**config.mk**
```make
export PLATFORM = sky130hd
export DESIGN_NAME = universal_shift_register
export DESIGN_NICKNAME = d
export VERILOG_FILES = /design/src/rtl/universal_shift_register.sv
export SDC_FILE = /design/constraint.sdc
export NUM_CORES = 1
export LEC_CHECK = 0
export CAP_MARGIN = 20
export CORE_UTILIZATION = 50
export DETAILED_ROUTE_END_ITERATION = 7
export DONT_BUFFER_PORTS = 1
export GPL_ROUTABILITY_DRIVEN = 1
export REMOVE_ABC_BUFFERS = 1
export SETUP_SLACK_MARGIN = 0.02
export SYNTH_ARGS = -nofsm -noshare
export SYNTH_HDL_FRONTEND = slang
export SYNTH_SLANG_ARGS = --single-unit
```
**constraint.sdc**
```tcl
create_clock -name clk -period 1.06 [get_ports clk]
set_input_delay 0.212 -clock clk [delete_from_list [all_inputs] [get_ports clk]]
set_output_delay 0.212 -clock clk [all_outputs]
set_load 0.03 [all_outputs]
```
**src/rtl/universal_shift_register.sv**
```systemverilog
// rtl/universal_shift_register.sv - universal shift register stepped by a debounced push button
// Define USR_ROTATE_EN to build rotate for mode=11; otherwise mode=11 holds.
module universal_shift_register #(
    parameter int WIDTH     = 8,
    parameter int DB_CYCLES = 4
) (
    input  logic             clk,
    input  logic             reset,
    input  logic             btn,
    input  logic [1:0]       mode,
    input  logic             dir,
    input  logic             Sin,
    input  logic [WIDTH-1:0] Pin,
    output logic             Sout,
    output logic [WIDTH-1:0] Pout,
    output logic             step
);
    // The counter only ever holds 0..DB_CYCLES-1; reaching the last value accepts the new level.
    localparam int CW = (DB_CYCLES > 1) ? $clog2(DB_CYCLES) : 1;
    localparam logic [CW-1:0] CNT_LAST = CW'(DB_CYCLES - 1);

    localparam logic [1:0] MODE_HOLD  = 2'b00;
    localparam logic [1:0] MODE_SHIFT = 2'b01;
    localparam logic [1:0] MODE_LOAD  = 2'b10;
`ifdef USR_ROTATE_EN
    localparam logic [1:0] MODE_ROT   = 2'b11;
`endif

    logic             sync1_q;
    logic             sync2_q;
    logic             db_q;
    logic             db_d;
    logic [CW-1:0]    cnt_q;
    logic [CW-1:0]    cnt_d;
    logic             step_q;
    logic             step_d;
    logic [WIDTH-1:0] reg_q;
    logic [WIDTH-1:0] reg_d;

    always_comb begin
        db_d  = db_q;
        cnt_d = '0;
        if (sync2_q != db_q) begin
            if (cnt_q == CNT_LAST) begin
                db_d = sync2_q;
            end else begin
                cnt_d = cnt_q + 1'b1;
            end
        end
        step_d = db_d & ~db_q;
    end

    always_comb begin
        reg_d = reg_q;
        if (step_q) begin
            case (mode)
                MODE_HOLD:  reg_d = reg_q;
                MODE_SHIFT: reg_d = dir ? {reg_q[WIDTH-2:0], Sin} : {Sin, reg_q[WIDTH-1:1]};
                MODE_LOAD:  reg_d = Pin;
`ifdef USR_ROTATE_EN
                MODE_ROT:   reg_d = dir ? {reg_q[WIDTH-2:0], reg_q[WIDTH-1]}
                                        : {reg_q[0], reg_q[WIDTH-1:1]};
`endif
                default:    reg_d = reg_q;
            endcase
        end
    end

    always_ff @(posedge clk or posedge reset) begin
        if (reset) begin
            sync1_q <= 1'b0;
            sync2_q <= 1'b0;
            db_q    <= 1'b0;
            cnt_q   <= '0;
            step_q  <= 1'b0;
            reg_q   <= '0;
        end else begin
            sync1_q <= btn;
            sync2_q <= sync1_q;
            db_q    <= db_d;
            cnt_q   <= cnt_d;
            step_q  <= step_d;
            reg_q   <= reg_d;
        end
    end

    assign Pout = reg_q;
    assign step = step_q;
    assign Sout = dir ? reg_q[WIDTH-1] : reg_q[0];

endmodule

```
**Yosys cells after proc, flatten, opt, wreduce, memory -nomap -nowiden**

Index checks and enable logic that the tools add are counted.

- Register bits: 14
- Input port bits: 15

- Multiplexer cells: 7
- Equal/unequal tests: 4
- Reduce and logical (&&, ||, !) cells: 2
- Add/subtract/negate cells: 1
- Bitwise operators: 2

Operators with widths:

| operator | count |
|---|---|
| one-hot mux 8 bit (2 select lines) | 1 |
| 2-to-1 mux 8 bit | 1 |
| equality test 2 bit, second input constant | 2 |
| 2-to-1 mux 2 bit | 2 |
| 2-to-1 mux 1 bit | 3 |
| adder 2 x 1 -> 2 bit, second input constant | 1 |
| equality test 2 x 1 -> 1 bit, second input constant | 1 |
| AND reduction 2 bit | 1 |
| nonzero test 2 bit | 1 |
| AND 1 bit | 1 |
| inequality test 1 bit | 1 |
| inverter 1 bit | 1 |

**Depth between registers and ports, before layout**

Gate-level depths: netlist of run 1.

- Depth after elaboration: 4
- Mapped depth: 6
- Mapped depth without buffers: 5

**Worst setup path before layout of run 1**

OpenSTA, ideal clock, no wires.

- Path kind: input port to flip-flop
- From: in mode[0]
- To: reg reg_q[3], in the netlist Pout[3]
- Required time: 933 ps
- Path buffers: 1
- Arrival time: 1026 ps
- Slack: -93 ps
- Stages on the path: 6
- Setup time: 127 ps
- Cells stage by stage: inv_1 -> ha_1 -> nand2b_1 -> clkbuf_2 -> nand2_1 -> o21ai_1

- Word-level cells in the longest chain between the ends: 3

Ends and longest elaborated chain:

| item | RTL line | source |
|---|---|---|
| start, declared | 10 | `input logic [1:0] mode,` |
| equality test 2 bit / equality test 2 x 1 -> 1 bit (equally long branches) | 56 | `case (mode)` |
| nonzero test 2 bit (no source line) | -- |  |
| AND reduction 2 bit (no source line) | -- |  |
| end signal, assigned | 83 | `reg_q <= reg_d;` |
| end, declared | 37 | `logic [WIDTH-1:0] reg_q;` |

Several ways; a longest one is shown, not always the timed one.
A chain may end at the register's enable or synchronous reset.

**Worst setup path after layout of run 1**

- From: reg reg_q[7], in the netlist Pout[7]
- To: out Sout

- Word-level cells in the longest chain between the ends: 1

Ends and longest elaborated chain:

| item | RTL line | source |
|---|---|---|
| 2-to-1 mux 1 bit | 89 | `assign Sout = dir ? reg_q[WIDTH-1] : reg_q[0];` |
| end, declared | 14 | `output logic Sout,` |

Every way passes these cells.

==> results of run 1 <==
through the flow:
step	utilization, %	cell area (sq um)
after CTS	70.2	936
final	71.2	950
after global routing	71.2	950
after floorplan	-	711
after global placement	61.8	825
after detailed placement	61.8	825
where the power goes:
part | total [mW] | switching (mW) | internal (mW)
Clock | 0.383 | 0.174 | 0.209
Sequential | 0.838 | 0.154 | 0.683
Combinational | 0.966 | 0.462 | 0.504
layout by cell type (no fill, tap or decap):
master	netlist	routed
ha_1	2	1
dlygate4sd3_1	0	2
inv_1	2	2
nor2b_1	1	1
nand2_1	8	8
ha_4	0	1
xnor2_1	1	1
buf_6	1	10
clkbuf_8	0	1
nand2b_1	1	1
nor3_1	1	1
and3b_1	1	1
buf_12	0	1
clkbuf_4	0	3
dfrtp_1	14	14
mux2i_1	8	8
mux2_4	8	9
mux2_2	2	1
buf_4	1	2
o21ai_1	8	8
cells by family after synthesis:
logic type | share of synthesized area, %
xor+xnor | 1.19
fa+ha+maj | 3.41
mux | 30.3
compound gates | 5.45
flops | 47.7
simple gates | 7.67
buf+inv | 4.26
what timing repair did:
| action | in CTS | in global routing |
|---|---|---|
| endpoints found under the setup margin | 10 | 19 |
| setup buffers | 2 | 0 |
| resized for setup | 11 | 2 |
| hold buffers | 2 | 0 |
| hold endpoints to repair | 15 | 0 |
| pin swaps | 0 | 2 |
| gates cloned | 0 | 0 |
final cells by class:
cell class | count | area share, %
multi-input cells | 41 | 38.9
repair buffers | 15 | 17.7
flip-flops and latches | 14 | 36.9
inverters | 2 | 0.791
well taps | 15 | 1.98
clock buffers | 4 | 3.82
Yosys cell counts:
master,instances
inv_1,2
mux2_2,2
xnor2_1,1
mux2_4,8
dfrtp_1,14
ha_1,2
buf_4,1
and3b_1,1
nor2b_1,1
nand2_1,8
nand2b_1,1
buf_6,1
mux2i_1,8
o21ai_1,8
clkbuf_2,1
nor3_1,1
sequential cells by signal, summed over array words and instances, names as in the netlist:
register  cells
Pout          8
cnt_q         2
db_q          1
step          1
sync1_q       1
sync2_q       1
path summary, 6_finish.rpt:
kind	from	endpoint	slack, ps	cells past startpoint
setup / recovery	Pout[7]	Sout	-180	1
hold / removal	Pin[0]	Pout[0]	130	2
setup reg to reg	Pout[7]	Pout[6]	-70	4
hold reg to reg	sync1_q	sync2_q	370	0
max in group asynchronous	reset	db_q	330	2
min in group asynchronous	reset	Pout[6]	380	2
per-layer routing:
| metal | share of wire, % | up-vias | GRT usage (%) |
|---|---|---|---|
| met2 | 50 | 18 | 38.5 |
| li1 | - | 241 | - |
| met4 | 1.7 | 0 | 15.0 |
| met5 | 0 | - | 0 |
| met1 | 43 | 248 | 24.6 |
| met3 | 4.6 | 4 | 1.67 |
==> out/summary.txt, run 1 <==
Core Box Area = 1330 sq um
Fin Setup TNS = -580 ps
Die H = 40.3 microns
crit-path cells = mux2_4
Seq cells post-synth = 14
Tot Pwr = 2.19 mW
Slowest-stage cell, CP = dfrtp_1
Crit Path Class = register to output port
total CTS buffers = 3
Finished Layout Cells = 91
worst path arrival time = 1020 ps
Syn Inst Count = 60
DR pass1 iterations = 4
antenna cells = 0
crit end category = output port
Synth Warn # = 0
Port Buffers = 0
HP Class = input port to register
worst-skew pair later-pin latency = 280 ps
Mean Syn Cell Area = 12.2 sq um
Synth top area share = 47.7%
final setup margin = -175 ps
Worst path top cell family by delay = flip-flops
Reg area = 350 sq um
Worst-Margin Slew = 498 ps
area of the multi-input gates = 369 sq um
Fill cells = 83
clock sinks = 14
Area growth syn-to-layout = 29.3%
Rel. slew slack = 66.7%
vias = 511
top post-synthesis cells by area = dfrtp_1 48%, mux2_4 16%, mux2i_1 11%, o21ai_1 5.5%, nand2_1 4.1%
clk buf depth = 2
dpl ws = -43.3 ps
Total GRT Usage = 21.8%
antenna viol nets, final = 0
CP required = 850 ps
FP Rows = 13
Clk pin slew, worst setup/hold paths = 90 ps
number of DRC markers in iteration 0 = 15
via/cell ratio = 5.62
chip width = 40.3 microns
Final GP Congestion = 0.794
largest net degree at the start of global routing = 17
Cell Area, Synth = 734 sq um
# setup viols final = 10
fin crit period = 1240 ps
post-DR wirelength/cell = 16.2 microns
fmax = 810 MHz
DRC viols = 0
fin nets = 94
first-pass GRT wire length = 2210 microns
# Max-Cap Violations = 0
failing checks = negative setup slack
vias in the first global route = 495
placed cell count = 83
Final Max Tran Viols = 0
Initial Util = 55.1%
worst-path fanout max = 2
gr ovfl total = 0
clock tree from TritonCTS = built
Seq/Total Area, Yosys = 47.7%
final hold vios = 0
area leader, netlist = dfrtp_1
Die ar. = 1630 sq um
initial antenna violation count = 0
Worst Path Buf+Inv = 0
RSZ-0062 raised after global routing = yes
final WL = 1470 microns
Worst path max stage delay = 410 ps
Root Driver = clkbuf_4
Worst VDD drop = 1.51 mV
H-tree Lvls = 1
fraction of layout cells with a size suffix above 1 = 36.8%
startpoint types = register
I/O pin cnt = 25
Netlist cell types = 16
status = finished, violations left
Worst Skew = 13.5 ps
Lkg Pwr = 0.453 nW
WHS = 126 ps
pwr/cell area = 2300 nW/um^2
Final period util = 117%
Power figures use the tool's default switching activity.
==> inputs of run 2 (changes only) <==
- TNS_END_PERCENT: default -> 5
==> run 2 against run 1 <==
Net effect: register-to-register slack about the same; critical endpoint unchanged; via count increased by 0.20%; critical path type unchanged; the flow still finishes with violations (negative setup slack); final area is the same; routed wire length up 0.20%; worst setup slack improved by 4.3 ps; non-clock buffer count unchanged; combinational power about the same.
==> out/summary.txt, run 2 (synthesized netlist as in run 1, its figures left out) <==
status = finished, violations left
failing checks = negative setup slack
chip width = 40.3 microns (unchanged)
first-pass GRT wire length = 2210 microns (unchanged)
initial antenna violation count = 0 (unchanged)
# setup viols final = 9 (-1)
I/O pin cnt = 25 (unchanged)
Critical Path Start = Pout[0]
Rel. slew slack = 66.6% (-0.10 points)
Worst-Margin Slew = 500 ps (+1.52 ps)
startpoint types = register
Lkg Pwr = 0.453 nW (about the same)
clk buf depth = 2 (unchanged)
most common library cell in the layout ignoring fill and taps = dfrtp_1
final hold vios = 0 (unchanged)
Core Box Area = 1330 sq um (unchanged)
Crit Path Class = register to output port
max reg flops = 8 (unchanged)
pwr/cell area = 2300 nW/um^2 (-0.13%)
Total GRT Usage = 21.8% (unchanged)
Reg area = 350 sq um (unchanged)
RR Startpoint = Pout[0]
worst-skew pair later-pin latency = 280 ps (about the same)
min-delay src = Pin[5]
area of the multi-input gates = 369 sq um (unchanged)
DRC viols = 0 (unchanged)
vias = 512 (+0.20%)
clock sinks = 14 (unchanged)
fmax = 812 MHz (+0.35%)
Root Driver = clkbuf_4
via/cell ratio = 5.63 (+0.20%)
crit end category = output port
Fill cells = 83 (unchanged)
post-DR wirelength/cell = 16.2 microns (+0.20%)
Worst VDD drop = 1.50 mV (-0.74%)
number of DRC markers in iteration 0 = 12 (-3)
final setup margin = -171 ps (+4.26 ps)
# Max-Cap Violations = 0 (unchanged)
Clk pin slew, worst setup/hold paths = 90 ps (about the same)
Slowest-stage cell, CP = dfrtp_1
Worst Path Buf+Inv = 0 (unchanged)
WHS = 125 ps (-1.15 ps)
Die H = 40.3 microns (unchanged)
final WL = 1480 microns (+0.20%)
most frequent cells in the layout = 14 x dfrtp_1, 10 x buf_6, 9 x mux2_4
Tot Pwr = 2.18 mW (-0.13%)
Port Buffers = 0 (unchanged)
DR pass1 iterations = 4 (unchanged)
fin crit period = 1230 ps (-4.26 ps)
hold depth = 2 (unchanged)
HP Class = input port to register
Worst path max stage delay = 400 ps (about the same)
CP required = 850 ps (about the same)
Final period util = 116% (-0.40 points)
fraction of layout cells with a size suffix above 1 = 36.8% (unchanged)
antenna cells = 0 (unchanged)
Initial Util = 55.1% (unchanged)
largest net degree at the start of global routing = 17 (unchanged)
RSZ-0062 raised after global routing = yes
antenna viol nets, final = 0 (unchanged)
Area growth syn-to-layout = 29.3% (unchanged)
Final Max Tran Viols = 0 (unchanged)
clock tree from TritonCTS = built
fin nets = 94 (unchanged)
CP Depth = 1 (unchanged)
Worst path top cell family by delay = flip-flops
Die ar. = 1630 sq um (unchanged)
Worst Skew = 11.4 ps (-2.10 ps)
gr ovfl total = 0 (unchanged)
H-tree Lvls = 1 (unchanged)
worst-path fanout max = 2 (unchanged)
total CTS buffers = 3 (unchanged)
worst path arrival time = 1020 ps (about the same)
vias in the first global route = 499 (+0.81%)
Final GP Congestion = 0.794 (unchanged)
R2R cell count = 4 (unchanged)
FP Rows = 13 (unchanged)
crit-path cells = mux2_4
## run 2: path summary, 6_finish.rpt
kind | to | slack, ps
worst max-delay path | Sout | -170
worst min-delay path | Pout[5] | 120
worst max register to register | Pout[1] | -60
worst min register to register | sync2_q | 370
max in group asynchronous | db_q | 330
min in group asynchronous | Pout[6] | 380
## run 2: per-layer routing
layer | share of wire, % | up-vias | GRT usage [%] | routed length (microns)
met1 | 42 | 244 | 24.6 | 626
met5 | 0 | - | 0 | 0
met3 | 5.8 | 4 | 1.67 | 85
li1 | - | 240 | - | -
met4 | 1.7 | 0 | 15.0 | 25
met2 | 50 | 24 | 38.5 | 737
## run 2: per-stage QoR
step	util [%]	setup TNS [ps]	instances	area (sq um)	setup slack [ps]
global route	71.2	-1000	91	950	-196
floorplan	-	-622	57	711	-74.2
global placement	61.8	-3.23	83	825	-1.85
detailed placement	61.8	-222	83	825	-43.3
CTS	70.2	-478	91	936	-153
finish	71.2	-538	91	950	-171
## run 2: power by group
part           switching, mW  internal, mW
clock network          0.172         0.209
registers              0.154         0.683
logic                  0.463         0.503
total                  0.788          1.40
## run 2: area by class of cell
type	count	area share, %
Clock buffer	4	3.82
Inverter	2	0.791
Multi-Input combinational cell	41	38.9
Sequential cell	14	36.9
Tap cell	15	1.98
Timing Repair Buffer	15	17.7
## run 2: repair_timing
item | in CTS | in global routing
hold buffers | 2 | 0
resized for setup | 11 | 2
pin swaps | 0 | 1
endpoints found under the setup margin | 10 | 19
buffers inserted | 2 | 0
hold endpoints to repair | 15 | 0
